$ cat src/rtl/seg_pkg.sv
// Shared types and helpers for the 7-segment scan controllers.
package seg_pkg;

  typedef enum logic {SCAN_BLANK, SCAN_SHOW} scan_state_t;

  localparam logic [3:0] BCD_MAX = 4'd9;

  // Width of a counter that must hold 0..n-1 (never narrower than one bit)
  function automatic int cnt_width(input int n);
    return (n > 1) ? $clog2(n) : 1;
  endfunction

endpackage

$ cat src/rtl/seg_lz_mask.sv
// Per-digit displayable mask: hides digits above 9 and, optionally, leading zeros.
module seg_lz_mask
  import seg_pkg::*;
#(
  parameter int NUM_DIGITS = 4
) (
  input  logic [4*NUM_DIGITS-1:0] active,
  input  logic                    lz_blank,
  output logic [NUM_DIGITS-1:0]   mask
);

  // Walk from the most significant digit down; once a nonzero digit is seen,
  // every lower digit is significant. Digit 0 is never treated as a leading zero.
  always_comb begin
    logic seen_nz;
    seen_nz = 1'b0;
    mask    = '0;
    for (int k = NUM_DIGITS - 1; k >= 0; k--) begin
      if (active[4*k +: 4] != 4'd0) seen_nz = 1'b1;
      mask[k] = (active[4*k +: 4] <= BCD_MAX) && ((k == 0) || !lz_blank || seen_nz);
    end
  end

endmodule

$ cat src/rtl/seg_scan_controller.sv
// Scans NUM_DIGITS BCD digits onto one shared decoder with blank slots and
// frame-synchronous double buffering so a displayed frame never tears.
module seg_scan_controller
  import seg_pkg::*;
#(
  parameter int NUM_DIGITS   = 4,
  parameter int REFRESH_DIV  = 2500,
  parameter int BLANK_CYCLES = 16
) (
  input  logic                    clk,
  input  logic                    reset,
  input  logic                    load,
  input  logic [4*NUM_DIGITS-1:0] digits_in,
  input  logic                    lz_blank,
  output logic                    pending,
  output logic [3:0]              dec_value,
  output logic [NUM_DIGITS-1:0]   anode_n,
  output logic                    frame_tick
);

  localparam int CNT_W = cnt_width(REFRESH_DIV);
  localparam int IDX_W = cnt_width(NUM_DIGITS);
  localparam logic [CNT_W-1:0] SLOT_LAST  = CNT_W'(REFRESH_DIV - 1);
  localparam logic [CNT_W-1:0] BLANK_LAST = CNT_W'(BLANK_CYCLES - 1);
  localparam logic [IDX_W-1:0] IDX_LAST   = IDX_W'(NUM_DIGITS - 1);

  scan_state_t               state, state_next;
  logic [CNT_W-1:0]          cnt;
  logic [IDX_W-1:0]          idx;
  logic [4*NUM_DIGITS-1:0]   active, shadow;
  logic                      lz_q;
  logic [NUM_DIGITS-1:0]     mask;
  logic [3:0]                digit [NUM_DIGITS];
  logic                      slot_wrap, boundary;

  assign slot_wrap = (cnt == SLOT_LAST);
  assign boundary  = slot_wrap && (idx == IDX_LAST);

  for (genvar g = 0; g < NUM_DIGITS; g++) begin : g_digit
    assign digit[g] = active[4*g +: 4];
  end

  seg_lz_mask #(.NUM_DIGITS(NUM_DIGITS)) u_lz_mask (
    .active   (active),
    .lz_blank (lz_q),
    .mask     (mask)
  );

  // Scan state register
  always_ff @(posedge clk or posedge reset) begin
    if (reset) state <= SCAN_BLANK;
    else       state <= state_next;
  end

  // Blank for the leading cycles of a slot, show until the slot wraps
  always_comb begin
    state_next = state;
    case (state)
      SCAN_BLANK: if (cnt == BLANK_LAST) state_next = SCAN_SHOW;
      SCAN_SHOW:  if (slot_wrap)         state_next = SCAN_BLANK;
    endcase
  end

  // Slot counter and digit index
  always_ff @(posedge clk or posedge reset) begin
    if (reset) begin
      cnt <= '0;
      idx <= '0;
    end else if (slot_wrap) begin
      cnt <= '0;
      idx <= (idx == IDX_LAST) ? '0 : idx + 1'b1;
    end else begin
      cnt <= cnt + 1'b1;
    end
  end

  // Double buffer: loads land in shadow; active only changes on a frame boundary,
  // where a coincident load bypasses straight into the new frame.
  always_ff @(posedge clk or posedge reset) begin
    if (reset) begin
      shadow  <= '0;
      active  <= '0;
      pending <= 1'b0;
    end else begin
      if (load) shadow <= digits_in;
      if (boundary) begin
        if (load)         active <= digits_in;
        else if (pending) active <= shadow;
        pending <= 1'b0;
      end else if (load) begin
        pending <= 1'b1;
      end
    end
  end

  // Registered copies of lz_blank and the frame start, keeping outputs Moore-only
  always_ff @(posedge clk or posedge reset) begin
    if (reset) begin
      lz_q       <= 1'b0;
      frame_tick <= 1'b0;
    end else begin
      lz_q       <= lz_blank;
      frame_tick <= boundary;
    end
  end

  // Decoder value is held for the whole slot so it settles during blanking
  always_comb begin
    dec_value = (digit[idx] > BCD_MAX) ? 4'd0 : digit[idx];
  end

  // Anode of the current digit is lit only in SHOW and only if displayable
  always_comb begin
    anode_n = '1;
    if (state == SCAN_SHOW && mask[idx]) anode_n[idx] = 1'b0;
  end

endmodule

$ cat config.mk
export PLATFORM = sky130hd
export DESIGN_NAME = seg_scan_controller
export DESIGN_NICKNAME = d
export VERILOG_FILES = /design/src/rtl/seg_pkg.sv /design/src/rtl/seg_lz_mask.sv /design/src/rtl/seg_scan_controller.sv
export SDC_FILE = /design/constraint.sdc
export NUM_CORES = 1
export LEC_CHECK = 0
export ABC_CLOCK_PERIOD_IN_PS = 2800
export BUFFER_PORTS_ARGS = -buffer_cell sky130_fd_sc_hd__buf_2
export CAP_MARGIN = 10
export CELL_PAD_IN_SITES_DETAIL_PLACEMENT = 1
export CELL_PAD_IN_SITES_GLOBAL_PLACEMENT = 1
export CORE_ASPECT_RATIO = 1.1
export CORE_MARGIN = 1.5
export CORE_UTILIZATION = 46
export CTS_CLUSTER_DIAMETER = 150
export DETAILED_ROUTE_END_ITERATION = 6
export PLACE_DENSITY = 0.77
export SYNTH_ARGS = -nofsm -noshare
export SYNTH_HDL_FRONTEND = slang
export SYNTH_SLANG_ARGS = --single-unit
$ cat constraint.sdc
create_clock -name clk -period 2.8 [get_ports clk]
set_input_delay 0.28 -clock clk [delete_from_list [all_inputs] [get_ports clk]]
set_output_delay 0.28 -clock clk [all_outputs]
set_load 0.01 [all_outputs]
==> results.sh <==
export IMPL_cts_buffer_depth=2
export IMPL_fin_nets=231
export IMPL_wl_per_cell_microns=17.69
export IMPL_cp_arrival_ns=2.03
export IMPL_die_area_sq_um=5453
export IMPL_chipWidth_microns=70.55
export IMPL_synth_xor_area_share_pct=3.415
export IMPL_setup_viol=0
export IMPL_worst_path_stages=4
export IMPL_worstSetupStartpointType="flip-flop"
export IMPL_die_h_microns=77.30
export IMPL_min_period_over_period_pct=82.65
export IMPL_clock_skew_ns=0.01248
export IMPL_place_inst=255
export IMPL_clock_sinks=50
export IMPL_yosys_cell_types_count=40
export IMPL_crit_family="flip-flops"
export IMPL_place_congestion=0.7589
export IMPL_fin_cells=263
export IMPL_path_cells="mux4_2, o21ai_0, and2_1, buf_2"
export IMPL_synth_top_family_by_area="multiplexers"
export IMPL_hold_path_class="in -> reg"
export IMPL_drtIter0Drc=42
export IMPL_drc=0
export IMPL_antenna_found_initial=0
export IMPL_hold_worst_slack_ns=0.07588
export IMPL_vias=1461
export IMPL_portBuffers=29
export IMPL_avgViaCountPerCell=5.555
export IMPL_async_flop_share_pct=100.0
export IMPL_antennaDiodeCount=0
export IMPL_htreeDepth=2
export IMPL_rr_worst_depth=5
export IMPL_r2r_slack_ns=0.70
export IMPL_avgSynthCellArea_sq_um=13.27
export IMPL_drv_cap=0
export IMPL_core_area_sq_um=4750
export IMPL_ir_drop_uv=271.8
export IMPL_grt_pass1_wl_mm=8.142
export IMPL_period_needed_ns=2.314
export IMPL_path_buf_inv=1
export IMPL_ys_seq_elements=50
export IMPL_rr_startpoint="cnt[4]"
export IMPL_yosys_area_share_simple_pct=12.20
export IMPL_power_total_mw=1.324
export IMPL_initial_core_util_pct=48.60
export IMPL_synth_edff_count=0
export IMPL_ys_warn_count=0
export IMPL_outcome="finished clean"
export IMPL_postRouteAntennaNets=0
export IMPL_clockRootBuffer="clkbuf_8"
export IMPL_cp_startpoint="idx[0]"
export IMPL_grt_max_degree=51
export IMPL_firstDrtPassIters=4
export IMPL_holdBufCountCts=0
export IMPL_drv_slew=0
export IMPL_row_count=26
export IMPL_ys_flop_type="dfrtp_1"
export IMPL_p_leak_nw=1.184
export IMPL_ios=30
export IMPL_fin_util_pct=54.85
export IMPL_yosys_area_share_adder_pct=2.710
export IMPL_fillers=486
export IMPL_cp_end_kind="output port"
export IMPL_tns_ns=0
export IMPL_crit_fanout=12
export IMPL_cp_required_ns=2.52
export IMPL_cts_resized=0
export IMPL_drive_gt1_share_pct=36.71
export IMPL_yosysSeqAreaShare_pct=54.20
export IMPL_netlist_instances=174
export IMPL_clk_pin_slew_ns=0.10
export IMPL_clk_latency_ns=0.30
export IMPL_tightest_slew_ns=1.018
export IMPL_grt_pass1_vias=1600
export IMPL_synth_compound_area_share_pct=3.360
export IMPL_critPathMaxStageDelay_ns=0.66
export IMPL_overflow=0
export IMPL_finalHoldViolCount=0
export IMPL_fmax_mhz=432.1
export IMPL_detailed_place_hpwl_mm=3.349
export IMPL_cts_made_buffers=5
export IMPL_postCtsSetupRepairBufs=0
export IMPL_syn_nets=199
export IMPL_rsz0062_at_grt="no"
export IMPL_crit_type="reg -> out"
export IMPL_grt_usage_pct=19.11
export IMPL_endpoint="dec_value[0]"
export IMPL_wirelength_mm=4.652
export IMPL_cts_tree="built"
export IMPL_muxShareOfSynthArea_pct=21.41
export IMPL_maxSlewHeadroom_pct=32.04
export IMPL_synthToLayoutAreaGrowth_pct=12.85
export IMPL_crit_slowest_cell="dfrtp_1"
export IMPL_synth_area_sq_um=2308
export IMPL_powerDensity_nw_per_um2=508.2
export IMPL_r2r_end="active[11]"
power breakdown:
part           internal [mW]  switching, mW
registers              0.745        0.00620
logic                 0.0317         0.0360
clock network          0.267          0.238
layer usage:
| layer | global-route usage, % | vias to the layer above | routed length [microns] | share of wire (%) |
|---|---|---|---|---|
| li1 | - | 680 | - | - |
| met4 | 5.094 | 0 | 52 | 1.1 |
| met2 | 32.92 | 30 | 2307 | 50 |
| met1 | 24.61 | 744 | 2128 | 46 |
| met5 | 0 | - | 0 | 0 |
| met3 | 3.811 | 7 | 164 | 3.5 |
worst reg2reg max path, delay by kind of cell, from the launching register on:
kind	cells	cell delay, ns
buffers and inverters	1	0.26
muxes	1	0.38
DFF	1	0.45
and+or+nand+nor	3	0.92
state kept, by name, indices dropped and copies added (netlist names):
| signal | cells |
|---|---|
| active | 16 |
| state | 1 |
| idx | 2 |
| cnt | 12 |
| frame_tick | 1 |
| shadow | 16 |
| lz_q | 1 |
| pending | 1 |
synthesized netlist by cell type, types with 4 or more instances:
library cell / n / area, sq um
nor2_1: 13 / 48.80
mux2_2: 22 / 247.7
mux2_4: 9 / 135.1
nand2_1: 8 / 30.03
o21ai_0: 4 / 20.02
ha_1: 5 / 62.56
nor2b_1: 4 / 25.02
inv_1: 5 / 18.77
dfrtp_1: 50 / 1251
mux4_2: 4 / 90.09
nand3_1: 8 / 40.04
xnor2_1: 8 / 70.07
stage by stage:
stage,setup WS [ns],instance area [sq um]
6_report,0.4857,2605
5_1_grt,0.3481,2605
4_1_cts,0.4686,2605
3_5_place_dp,0.7022,2495
3_3_place_gp,0.7664,2495
2_1_floorplan,0.7566,2308
final cells by class:
class,count,area (sq um),share of cell area (%)
Sequential cell,50,1251,48.03
Multi-Input combinational cell,113,994.7,38.18
Timing Repair Buffer,31,160.2,6.148
Clock buffer,6,72.57,2.786
Tap cell,56,70.07,2.690
Clock inverter,2,37.54,1.441
Inverter,5,18.77,0.7205
worst min-delay path by stage:
stage	from	endpoint	slack, ns	depth (start not counted)
2_1_floorplan	lz_blank	lz_q	0.31	0
3_3_place_gp	lz_blank	lz_q	0.39	1
3_5_place_dp	lz_blank	lz_q	0.39	1
4_1_cts	lz_blank	lz_q	0.07	1
5_1_grt	lz_blank	lz_q	0.06	1
6_report	lz_blank	lz_q	0.08	1
cell usage in the layout (no fill, tap or decap), types with 2 or more instances in the layout:
master | synthesis | layout
a2bb2oi_1 | 2 | 2
mux2_2 | 22 | 22
nand4_1 | 2 | 2
buf_2 | 1 | 29
nor2_1 | 13 | 13
nand2b_1 | 2 | 2
nand3_1 | 8 | 8
dfrtp_1 | 50 | 50
xnor2_1 | 8 | 8
nor2b_1 | 4 | 4
and2_1 | 2 | 2
buf_4 | 1 | 2
nor4_1 | 2 | 2
o21ai_0 | 4 | 4
mux2_4 | 9 | 9
inv_1 | 5 | 4
nand2_1 | 8 | 8
ha_1 | 5 | 5
clkbuf_8 | 0 | 5
mux4_2 | 4 | 4
kinds of logic (layout without fill, tap and decap cells):
group | Yosys count | count (layout)
flops | 50 | 50
xor+xnor | 9 | 9
simple gates | 51 | 51
buf+inv | 11 | 44
fa+ha+maj | 5 | 5
compound gates | 11 | 11
mux | 37 | 37
No activity file was read; power rests on OpenSTA's default activity.
